## src/rtl/mul_div_unit.sv

```systemverilog
// Iterative 32-bit multiply/divide unit: one radix-2 step per cycle, fixed 34-cycle latency.
// Results land in hi/lo after a sign-fix cycle; div_by_zero flags the last divide by zero.
module mul_div_unit (
    input  logic        CLK,
    input  logic        RST,
    input  logic        start,
    input  logic [1:0]  op,
    input  logic [31:0] port_A,
    input  logic [31:0] port_B,
    output logic        busy,
    output logic        done,
    output logic [31:0] hi,
    output logic [31:0] lo,
    output logic        div_by_zero
);

    typedef enum logic [1:0] {IDLE, CALC, FIX, DONE} state_t;

    state_t      state, state_nxt;
    logic [4:0]  cnt;
    logic [1:0]  op_r;
    logic [31:0] a_r, b_r;
    logic [31:0] mag_b;
    logic [31:0] acc_hi, acc_lo;

    logic        accept;
    logic [31:0] mag_a_in, mag_b_in;
    logic [31:0] step_hi, step_lo;
    logic [32:0] sum, shifted;
    logic [33:0] diff;
    logic [63:0] prod;
    logic        sign_a, sign_b;
    logic [31:0] fix_hi, fix_lo;
    logic        fix_dbz;

    assign accept = start && (state == IDLE || state == DONE);
    assign busy   = (state == CALC) || (state == FIX);
    assign done   = (state == DONE);

    // op[0]==0 selects the signed variants; iterate on magnitudes only
    assign mag_a_in = (!op[0] && port_A[31]) ? -port_A : port_A;
    assign mag_b_in = (!op[0] && port_B[31]) ? -port_B : port_B;

    always_ff @(posedge CLK) begin
        if (RST) state <= IDLE;
        else     state <= state_nxt;
    end

    always_comb begin
        state_nxt = state;
        case (state)
            IDLE: if (accept) state_nxt = CALC;
            CALC: if (cnt == 5'd31) state_nxt = FIX;
            FIX:  state_nxt = DONE;
            DONE: state_nxt = accept ? CALC : IDLE;
            default: state_nxt = IDLE;
        endcase
    end

    // Shared accumulator: multiply shifts the product right through {acc_hi,acc_lo};
    // divide shifts the dividend left out of acc_lo into the remainder in acc_hi.
    always_comb begin
        sum     = {1'b0, acc_hi} + (acc_lo[0] ? {1'b0, mag_b} : 33'd0);
        shifted = {acc_hi, acc_lo[31]};
        diff    = {1'b0, shifted} - {2'b00, mag_b};
        step_hi = sum[32:1];
        step_lo = {sum[0], acc_lo[31:1]};
        if (op_r[1]) begin
            if (diff[33]) begin
                step_hi = shifted[31:0];
                step_lo = {acc_lo[30:0], 1'b0};
            end else begin
                step_hi = diff[31:0];
                step_lo = {acc_lo[30:0], 1'b1};
            end
        end
    end

    always_comb begin
        sign_a  = a_r[31] & ~op_r[0];
        sign_b  = b_r[31] & ~op_r[0];
        prod    = {acc_hi, acc_lo};
        fix_dbz = 1'b0;
        {fix_hi, fix_lo} = (sign_a ^ sign_b) ? -prod : prod;
        if (op_r[1]) begin
            if (b_r == 32'd0) begin
                fix_hi  = a_r;
                fix_lo  = 32'hFFFF_FFFF;
                fix_dbz = 1'b1;
            end else begin
                fix_lo = (sign_a ^ sign_b) ? -acc_lo : acc_lo;
                fix_hi = sign_a ? -acc_hi : acc_hi;
            end
        end
    end

    always_ff @(posedge CLK) begin
        if (RST) begin
            cnt         <= '0;
            op_r        <= '0;
            a_r         <= '0;
            b_r         <= '0;
            mag_b       <= '0;
            acc_hi      <= '0;
            acc_lo      <= '0;
            hi          <= '0;
            lo          <= '0;
            div_by_zero <= 1'b0;
        end else if (accept) begin
            cnt    <= '0;
            op_r   <= op;
            a_r    <= port_A;
            b_r    <= port_B;
            mag_b  <= mag_b_in;
            acc_hi <= '0;
            acc_lo <= mag_a_in;
        end else if (state == CALC) begin
            acc_hi <= step_hi;
            acc_lo <= step_lo;
            cnt    <= cnt + 5'd1;
        end else if (state == FIX) begin
            hi          <= fix_hi;
            lo          <= fix_lo;
            div_by_zero <= fix_dbz;
        end
    end

endmodule

```

## config.mk

```make
export PLATFORM = sky130hd
export DESIGN_NAME = mul_div_unit
export DESIGN_NICKNAME = d
export VERILOG_FILES = /design/src/rtl/mul_div_unit.sv
export SDC_FILE = /design/constraint.sdc
export NUM_CORES = 1
export LEC_CHECK = 0
export CAP_MARGIN = 20
export CORE_MARGIN = 5
export CORE_UTILIZATION = 38
export CTS_CLUSTER_DIAMETER = 120
export DETAILED_ROUTE_END_ITERATION = 8
export SLEW_MARGIN = 30
export SYNTH_ARGS = -nofsm -noshare
export SYNTH_HDL_FRONTEND = slang
export SYNTH_SLANG_ARGS = --single-unit
export TNS_END_PERCENT = 100
```

## constraint.sdc

```tcl
create_clock -name CLK -period 3.88 [get_ports CLK]
set_input_delay 0.582 -clock CLK [delete_from_list [all_inputs] [get_ports CLK]]
set_output_delay 0.582 -clock CLK [all_outputs]
set_load 0.02 [all_outputs]
```

==> results of run 1 <==
## kinds of logic after synthesis
group,count (synthesis)
AO/OA/AOI/OAI,698
multiplexers,48
buffers and inverters,237
adder cells (fa/ha/maj),76
XOR/XNOR,186
AND/OR/NAND/NOR,762
flip-flops,233
## per-stage QoR
stage	cell area [um^2]	setup WS, ns	hold WS [ns]	power (mW)	instances
2_1_floorplan	16500	0.755	0.432	9.08	2240
3_3_place_gp	18600	0.379	0.440	11.6	2867
3_5_place_dp	18600	0.398	0.446	11.7	2867
4_1_cts	19600	0.387	0.413	14.5	2919
5_1_grt	19600	0.0426	0.441	15.5	2919
6_report	19600	0.332	0.429	14.6	2920
## cells in the final DEF (no fill, tap or decap), drive strengths merged, types with 73 or more instances in the layout
cell,instances
nand2,268
buf,73
ha,74
a21oi,232
dfxtp,233
a211oi,95
nor2,262
xnor2,99
xor2,87
o21ai,148
clkdlybuf4s50,134
## report_power, final
group          switching [mW]  internal (mW)  leakage [nW]
clock network            1.10           1.70         0.479
registers               0.646           3.00          1.91
logic                    4.99           3.15          4.92
## critical path, delay by kind of cell (launching register included)
| family | cells | cell delay, ns |
|---|---|---|
| buffers and inverters | 2 | 0.31 |
| AO/OA/AOI/OAI | 7 | 1.87 |
| adder cells (fa/ha/maj) | 1 | 0.39 |
| flip-flops | 1 | 0.32 |
| AND/OR/NAND/NOR | 2 | 0.53 |
## layout make-up
class | count | share of cell area
Clock buffer | 37 | 0.0407
Multi-Input combinational cell | 1770 | 0.561
Inverter | 72 | 0.0138
Tap cell | 585 | 0.0374
Sequential cell | 233 | 0.239
Timing Repair Buffer | 207 | 0.0987
Antenna cell | 1 | 0.000128
Clock inverter | 15 | 0.00934
## worst max path at each step
stage	to	slack (ns)
CTS	acc_hi[3]	0.39
floorplan	acc_hi[31]	0.75
global route	acc_hi[31]	0.04
global placement	hi[20]	0.38
finish	acc_hi[29]	0.33
detailed placement	acc_lo[30]	0.40
## sequential cells by signal, summed over array words and instances (netlist names), 5 cells and up
| signal | flops |
|---|---|
| hi | 32 |
| a_r | 32 |
| acc_hi | 32 |
| cnt | 5 |
| mag_b | 31 |
| lo | 32 |
| b_r | 32 |
| acc_lo | 32 |
## routing by layer
| metal | vias to the layer above | track usage | share of wire |
|---|---|---|---|
| met2 | 603 | 0.362 | 0.43 |
| li1 | 8138 | - | - |
| met5 | - | 0 | 0 |
| met4 | 0 | 0.0695 | 0.030 |
| met3 | 98 | 0.0294 | 0.063 |
| met1 | 7904 | 0.346 | 0.48 |
==> run_summary.xml, run 1 <==
<?xml version="1.0" encoding="UTF-8"?>
<metrics>
  <group name="outcome">
    <metric name="outcome" unit="">finished clean</metric>
  </group>
  <group name="sta">
    <metric name="finalCritPeriodShare" unit="">0.915</metric>
    <metric name="finalSetupTns" unit="ns">0</metric>
    <metric name="final_period_minus_worst_setup_slack" unit="ns">3.55</metric>
    <metric name="worst_clock_skew" unit="ns">0.0218</metric>
    <metric name="worst_slew_margin_rel" unit="">0.421</metric>
    <metric name="setup_viol" unit="">0</metric>
    <metric name="report.final.hold_viol_count" unit="">0</metric>
    <metric name="max_slew.worst_pin.slew" unit="ns">0.868</metric>
    <metric name="rsz0062_at_grt" unit="">false</metric>
    <metric name="maxSlewViolCount" unit="">0</metric>
    <metric name="fmax" unit="MHz">282</metric>
  </group>
  <group name="clock_network">
    <metric name="cts_tree" unit="">done</metric>
    <metric name="cts_hold_buffers" unit="">0</metric>
    <metric name="cts_made_buffers" unit="">28</metric>
    <metric name="cts-resized-gates" unit="">0</metric>
    <metric name="cts.path.max_buffers" unit="">3</metric>
    <metric name="clock_latency" unit="ns">0.57</metric>
    <metric name="cts_setup_buffers" unit="">0</metric>
    <metric name="worst_setup_hold_path_clk_slew" unit="ns">0.06</metric>
    <metric name="cts_root_buf" unit="">sky130_fd_sc_hd__clkbuf_16</metric>
    <metric name="htreeDepth" unit="">1</metric>
    <metric name="clock_sink_count" unit="">233</metric>
  </group>
  <group name="synthesis">
    <metric name="synthesis.area_per_instance" unit="um^2">7.38</metric>
    <metric name="yosys_warnings" unit="">0</metric>
    <metric name="synth-adder-area-share" unit="">0.0584</metric>
    <metric name="synth_top_area_share" unit="">0.282</metric>
    <metric name="synth_area_in_compound_gates" unit="">0.265</metric>
    <metric name="yosys.cell_count.top_type" unit="">sky130_fd_sc_hd__nand2_1</metric>
    <metric name="netlist.top_cell.by_area" unit="">sky130_fd_sc_hd__dfxtp_1</metric>
    <metric name="syn_area" unit="um^2">16500</metric>
    <metric name="mappedNetlistNets" unit="">2385</metric>
    <metric name="synth.distinct_cells" unit="">78</metric>
    <metric name="post_synth_inst_count" unit="">2240</metric>
    <metric name="ys_top_cells_by_count" unit="">268 x sky130_fd_sc_hd__nand2_1, 262 x sky130_fd_sc_hd__nor2_1, 233 x sky130_fd_sc_hd__dfxtp_1</metric>
    <metric name="post_synth_and_or_nand_nor_area_fraction" unit="">0.210</metric>
    <metric name="postSynth.asyncResetShare" unit="">0</metric>
    <metric name="largest_family_of_logic_cells_by_synthesized_area" unit="">compound AO/OA/AOI/OAI gates</metric>
    <metric name="synth_top_flop_cell" unit="">sky130_fd_sc_hd__dfxtp_1</metric>
    <metric name="synth_top_cells_by_area" unit="">sky130_fd_sc_hd__dfxtp_1 28%, sky130_fd_sc_hd__a21oi_1 7.0%, sky130_fd_sc_hd__nand2_1 6.1%</metric>
    <metric name="ys_seq_elements" unit="">233</metric>
    <metric name="synth-xor-area-share" unit="">0.0986</metric>
    <metric name="seq_area_frac_synth" unit="">0.282</metric>
    <metric name="synth-edff-count" unit="">0</metric>
    <metric name="synth_mux_area_frac" unit="">0.0291</metric>
  </group>
  <group name="hold_path">
    <metric name="hold_path_stages" unit="">2</metric>
    <metric name="min-delay-start" unit="">RST</metric>
    <metric name="min_delay_worst_endpoint" unit="">b_r[29]</metric>
    <metric name="min-delay-path-class" unit="">in2reg</metric>
  </group>
  <group name="worst_setup_path">
    <metric name="crit_path_top_delay_cell" unit="">sky130_fd_sc_hd__o41ai_1</metric>
    <metric name="path_cells" unit="">inv_1 -&gt; ha_1 -&gt; a21oi_1 -&gt; nand2_1 -&gt; o41ai_1 -&gt; o211ai_1 -&gt; a311oi_1 -&gt; o31ai_4 -&gt; or2_0 -&gt; buf_4 -&gt; o221ai_1 -&gt; a211oi_1</metric>
    <metric name="critical_path.endpoint_type" unit="">flip-flop</metric>
    <metric name="r2r-end" unit="">acc_hi[29]</metric>
    <metric name="startpoint" unit="">mag_b[21]</metric>
    <metric name="worst_ep_required_time" unit="ns">4.31</metric>
    <metric name="critical_path_class" unit="">reg2reg</metric>
    <metric name="critPathMaxStageDelay" unit="ns">0.50</metric>
    <metric name="worst_setup_path_start_kind" unit="">flip-flop</metric>
    <metric name="arrival" unit="ns">3.98</metric>
    <metric name="worstPathMaxFanout" unit="">7</metric>
    <metric name="reg2reg_depth" unit="">12</metric>
    <metric name="r2r_setup_slk" unit="ns">0.33</metric>
    <metric name="critical_path.reg2reg.startpoint" unit="">mag_b[21]</metric>
  </group>
  <group name="job">
    <metric name="drv_cap" unit="">0</metric>
  </group>
  <group name="grt">
    <metric name="global_route.overflow_total" unit="">0</metric>
    <metric name="grt_util_all_layers" unit="">0.236</metric>
    <metric name="vias_in_the_first_global_route" unit="">15700</metric>
    <metric name="initial_antenna_violation_count" unit="">0</metric>
    <metric name="grt_first_pass_wirelength" unit="um">90700</metric>
    <metric name="grt_start_max_net_pins" unit="">189</metric>
  </group>
  <group name="floorplanning">
    <metric name="floorplan.core_area" unit="um^2">43100</metric>
    <metric name="fp.dieW" unit="um">219</metric>
    <metric name="num_rows" unit="">76</metric>
    <metric name="initial_utilization" unit="">0.384</metric>
    <metric name="die_h" unit="um">219</metric>
    <metric name="design.die.area" unit="um^2">47800</metric>
    <metric name="number_of_top_level_pins" unit="">136</metric>
  </group>
  <group name="layout">
    <metric name="post-route-util" unit="">0.454</metric>
    <metric name="areaGrowthSynthToFinish" unit="%">18.3</metric>
    <metric name="layout-drive-gt1-share" unit="">0.0656</metric>
    <metric name="nFillCells" unit="">4342</metric>
    <metric name="nNetsFinal" unit="">2457</metric>
    <metric name="sequential_cell_area" unit="um^2">4670</metric>
    <metric name="multiInputGateArea" unit="um^2">11000</metric>
  </group>
  <group name="place">
    <metric name="hpwl" unit="um">44100</metric>
    <metric name="port-buffer-count" unit="">135</metric>
    <metric name="finalWeightedCongestion" unit="">0.953</metric>
  </group>
  <group name="power">
    <metric name="power-per-cell-area" unit="nW/um^2">746</metric>
    <metric name="vdd_ir_drop_max" unit="mV">0.524</metric>
    <metric name="static-leakage-power" unit="nW">7.31</metric>
  </group>
  <group name="routing">
    <metric name="first_iter_violations" unit="">1642</metric>
    <metric name="drt_first_pass_iters" unit="">6</metric>
    <metric name="drc" unit="">0</metric>
    <metric name="finalWirelength" unit="um">58600</metric>
    <metric name="routed-via-count" unit="">16700</metric>
    <metric name="detail-route-antenna-nets" unit="">0</metric>
    <metric name="vias_per_cell" unit="">5.73</metric>
    <metric name="wirelength_per_cell" unit="um">20.1</metric>
  </group>
</metrics>
No activity file was read; power rests on OpenSTA's default activity.
==> run 2: changes to the inputs <==
Settings changed: GPL_ROUTABILITY_DRIVEN set to 0, GPL_TIMING_DRIVEN set to 1, SLEW_MARGIN 30 to 0.
==> run_summary.xml, run 2 (synthesized netlist as in run 1, its figures left out) <==
<?xml version="1.0" encoding="UTF-8"?>
<metrics>
  <group name="sta">
    <metric name="fmax" unit="MHz">283</metric>
    <metric name="finalCritPeriodShare" unit="">0.911</metric>
    <metric name="setup_viol" unit="">0</metric>
    <metric name="final_period_minus_worst_setup_slack" unit="ns">3.53</metric>
    <metric name="max_slew.worst_pin.slew" unit="ns">1.00</metric>
    <metric name="rsz0062_at_grt" unit="">false</metric>
    <metric name="maxSlewViolCount" unit="">0</metric>
    <metric name="worst_clock_skew" unit="ns">0.00918</metric>
    <metric name="worst_slew_margin_rel" unit="">0.330</metric>
    <metric name="finalSetupTns" unit="ns">0</metric>
    <metric name="report.final.hold_viol_count" unit="">0</metric>
  </group>
  <group name="power">
    <metric name="power-per-cell-area" unit="nW/um^2">741</metric>
    <metric name="vdd_ir_drop_max" unit="mV">0.971</metric>
    <metric name="static-leakage-power" unit="nW">7.26</metric>
    <metric name="totalPowerFinal" unit="mW">14.4</metric>
  </group>
  <group name="worst_setup_path">
    <metric name="startpoint" unit="">mag_b[1]</metric>
    <metric name="crit_path_top_delay_cell" unit="">sky130_fd_sc_hd__a2111oi_1</metric>
    <metric name="worst_path_most_repeated_cell" unit="">sky130_fd_sc_hd__nor2_1</metric>
    <metric name="critPathMaxStageDelay" unit="ns">0.55</metric>
    <metric name="worstPathMaxFanout" unit="">20</metric>
    <metric name="critical_path_class" unit="">reg2reg</metric>
    <metric name="critical_path.endpoint_type" unit="">flip-flop</metric>
    <metric name="worst_ep_required_time" unit="ns">4.33</metric>
    <metric name="reg2reg_depth" unit="">12</metric>
    <metric name="path_cells" unit="">inv_1 -&gt; ha_1 -&gt; nor2b_1 -&gt; o31a_1 -&gt; a2111oi_1 -&gt; nor2_1 -&gt; a21boi_2 -&gt; o31ai_4 -&gt; buf_4 -&gt; mux2_1 -&gt; a221oi_1 -&gt; nor2_1</metric>
    <metric name="critical_path.reg2reg.startpoint" unit="">mag_b[1]</metric>
    <metric name="worst_setup_path_start_kind" unit="">flip-flop</metric>
    <metric name="arrival" unit="ns">3.98</metric>
  </group>
  <group name="grt">
    <metric name="grt_start_max_net_pins" unit="">189</metric>
    <metric name="vias_in_the_first_global_route" unit="">15800</metric>
    <metric name="global_route.overflow_total" unit="">0</metric>
    <metric name="grt_util_all_layers" unit="">0.231</metric>
    <metric name="initial_antenna_violation_count" unit="">0</metric>
    <metric name="grt_first_pass_wirelength" unit="um">89400</metric>
  </group>
  <group name="floorplanning">
    <metric name="initial_utilization" unit="">0.384</metric>
    <metric name="number_of_top_level_pins" unit="">136</metric>
    <metric name="die_h" unit="um">219</metric>
    <metric name="fp.dieW" unit="um">219</metric>
    <metric name="num_rows" unit="">76</metric>
    <metric name="design.die.area" unit="um^2">47800</metric>
    <metric name="floorplan.core_area" unit="um^2">43100</metric>
  </group>
  <group name="hold_path">
    <metric name="min-delay-path-class" unit="">in2reg</metric>
    <metric name="hold_path_stages" unit="">2</metric>
    <metric name="min-delay-start" unit="">RST</metric>
  </group>
  <group name="layout">
    <metric name="nNetsFinal" unit="">2447</metric>
    <metric name="layout-drive-gt1-share" unit="">0.0616</metric>
    <metric name="layout_common_cells" unit="">268 x sky130_fd_sc_hd__nand2_1, 262 x sky130_fd_sc_hd__nor2_1, 232 x sky130_fd_sc_hd__a21oi_1, 232 x sky130_fd_sc_hd__dfxtp_1, 143 x sky130_fd_sc_hd__o21ai_0</metric>
    <metric name="areaGrowthSynthToFinish" unit="%">17.7</metric>
    <metric name="final_common_cell" unit="">sky130_fd_sc_hd__nand2_1</metric>
    <metric name="post_layout_nonfiller_instances" unit="">2909</metric>
  </group>
  <group name="place">
    <metric name="hpwl" unit="um">42800</metric>
    <metric name="placed_cells_incl_taps" unit="">2857</metric>
    <metric name="port-buffer-count" unit="">135</metric>
  </group>
  <group name="clock_network">
    <metric name="cts_root_buf" unit="">sky130_fd_sc_hd__clkbuf_16</metric>
    <metric name="cts_made_buffers" unit="">28</metric>
    <metric name="cts_tree" unit="">done</metric>
    <metric name="cts.path.max_buffers" unit="">3</metric>
    <metric name="clock_latency" unit="ns">0.57</metric>
    <metric name="htreeDepth" unit="">1</metric>
    <metric name="clock_sink_count" unit="">233</metric>
    <metric name="worst_setup_hold_path_clk_slew" unit="ns">0.06</metric>
  </group>
  <group name="routing">
    <metric name="drc" unit="">0</metric>
    <metric name="finalWirelength" unit="um">57400</metric>
    <metric name="drt_first_pass_iters" unit="">7</metric>
    <metric name="detail-route-antenna-nets" unit="">0</metric>
    <metric name="routed-via-count" unit="">16800</metric>
    <metric name="wirelength_per_cell" unit="um">19.7</metric>
    <metric name="vias_per_cell" unit="">5.77</metric>
    <metric name="first_iter_violations" unit="">1653</metric>
  </group>
  <group name="outcome">
    <metric name="outcome" unit="">finished clean</metric>
  </group>
  <group name="job">
    <metric name="drv_cap" unit="">0</metric>
  </group>
</metrics>
[run 2: changes by cell type in the layout (fill, tap and decap cells not counted), sizes merged]
cell	previous run	this run
buf	73	63
bufinv	4	3
[run 2: worst paths after layout]
| kind | endpoint | slack, ns |
|---|---|---|
| max | acc_hi[3] | 0.35 |
| min | hi[24] | 0.39 |
| max reg2reg | acc_hi[3] | 0.35 |
| min reg2reg | a_r[9] | 0.45 |
[run 2: layer usage]
metal  track usage  up-vias  part of all wire
met5             0        -                 0
met4        0.0662        0             0.027
met3        0.0360       95             0.070
met2         0.367      622              0.44
met1         0.327     7947              0.46
li1              -     8124                 -
[run 2: report_power, final]
group	internal, mW	leakage [nW]	switching, mW
clock network	1.69	0.482	1.10
registers	3.00	1.91	0.639
logic	3.06	4.87	4.93
total	7.75	7.26	6.67
[run 2: timing repair]
item	4_1_cts	5_1_grt
setup buffers	0	0
hold endpoints to repair	0	0
hold buffers	0	0
resized for setup	0	1
setup endpoints to repair	0	1
[run 2: final cells by class]
| cell class | count | area (um^2) |
|---|---|---|
| Fill cell | 4364 | 23600 |
| Inverter | 72 | 270 |
| Clock inverter | 14 | 153 |
| Timing Repair Buffer | 197 | 1840 |
| Sequential cell | 233 | 4670 |
| Antenna cell | 1 | 2.50 |
| Multi-Input combinational cell | 1770 | 11000 |
| Clock buffer | 37 | 827 |
| Tap cell | 585 | 732 |
[run 2: stage by stage]
step	setup WS [ns]	instance area, um^2	util	hold WS, ns
global route	0.106	19500	0.452	0.411
CTS	0.278	19500	0.452	0.374
finish	0.345	19500	0.452	0.393
detailed placement	0.316	18500	0.429	0.445
floorplan	0.755	16500	-	0.432
global placement	0.369	18500	0.429	0.444
[run 2: critical path: cells and delay by family (launching register included)]
family / cells / cell delay [ns]
muxes: 1 / 0.34
DFF: 1 / 0.38
and+or+nand+nor: 3 / 0.44
buffers and inverters: 2 / 0.32
AOI/OAI and AO/OA: 5 / 1.64
adders and majority gates: 1 / 0.28
==> run 3: changes to the inputs <==
Settings changed: HOLD_SLACK_MARGIN set to 0.12.
==> results of run 3 <==
Same layout as run 2: the final DEF is identical, and so are final timing and power.
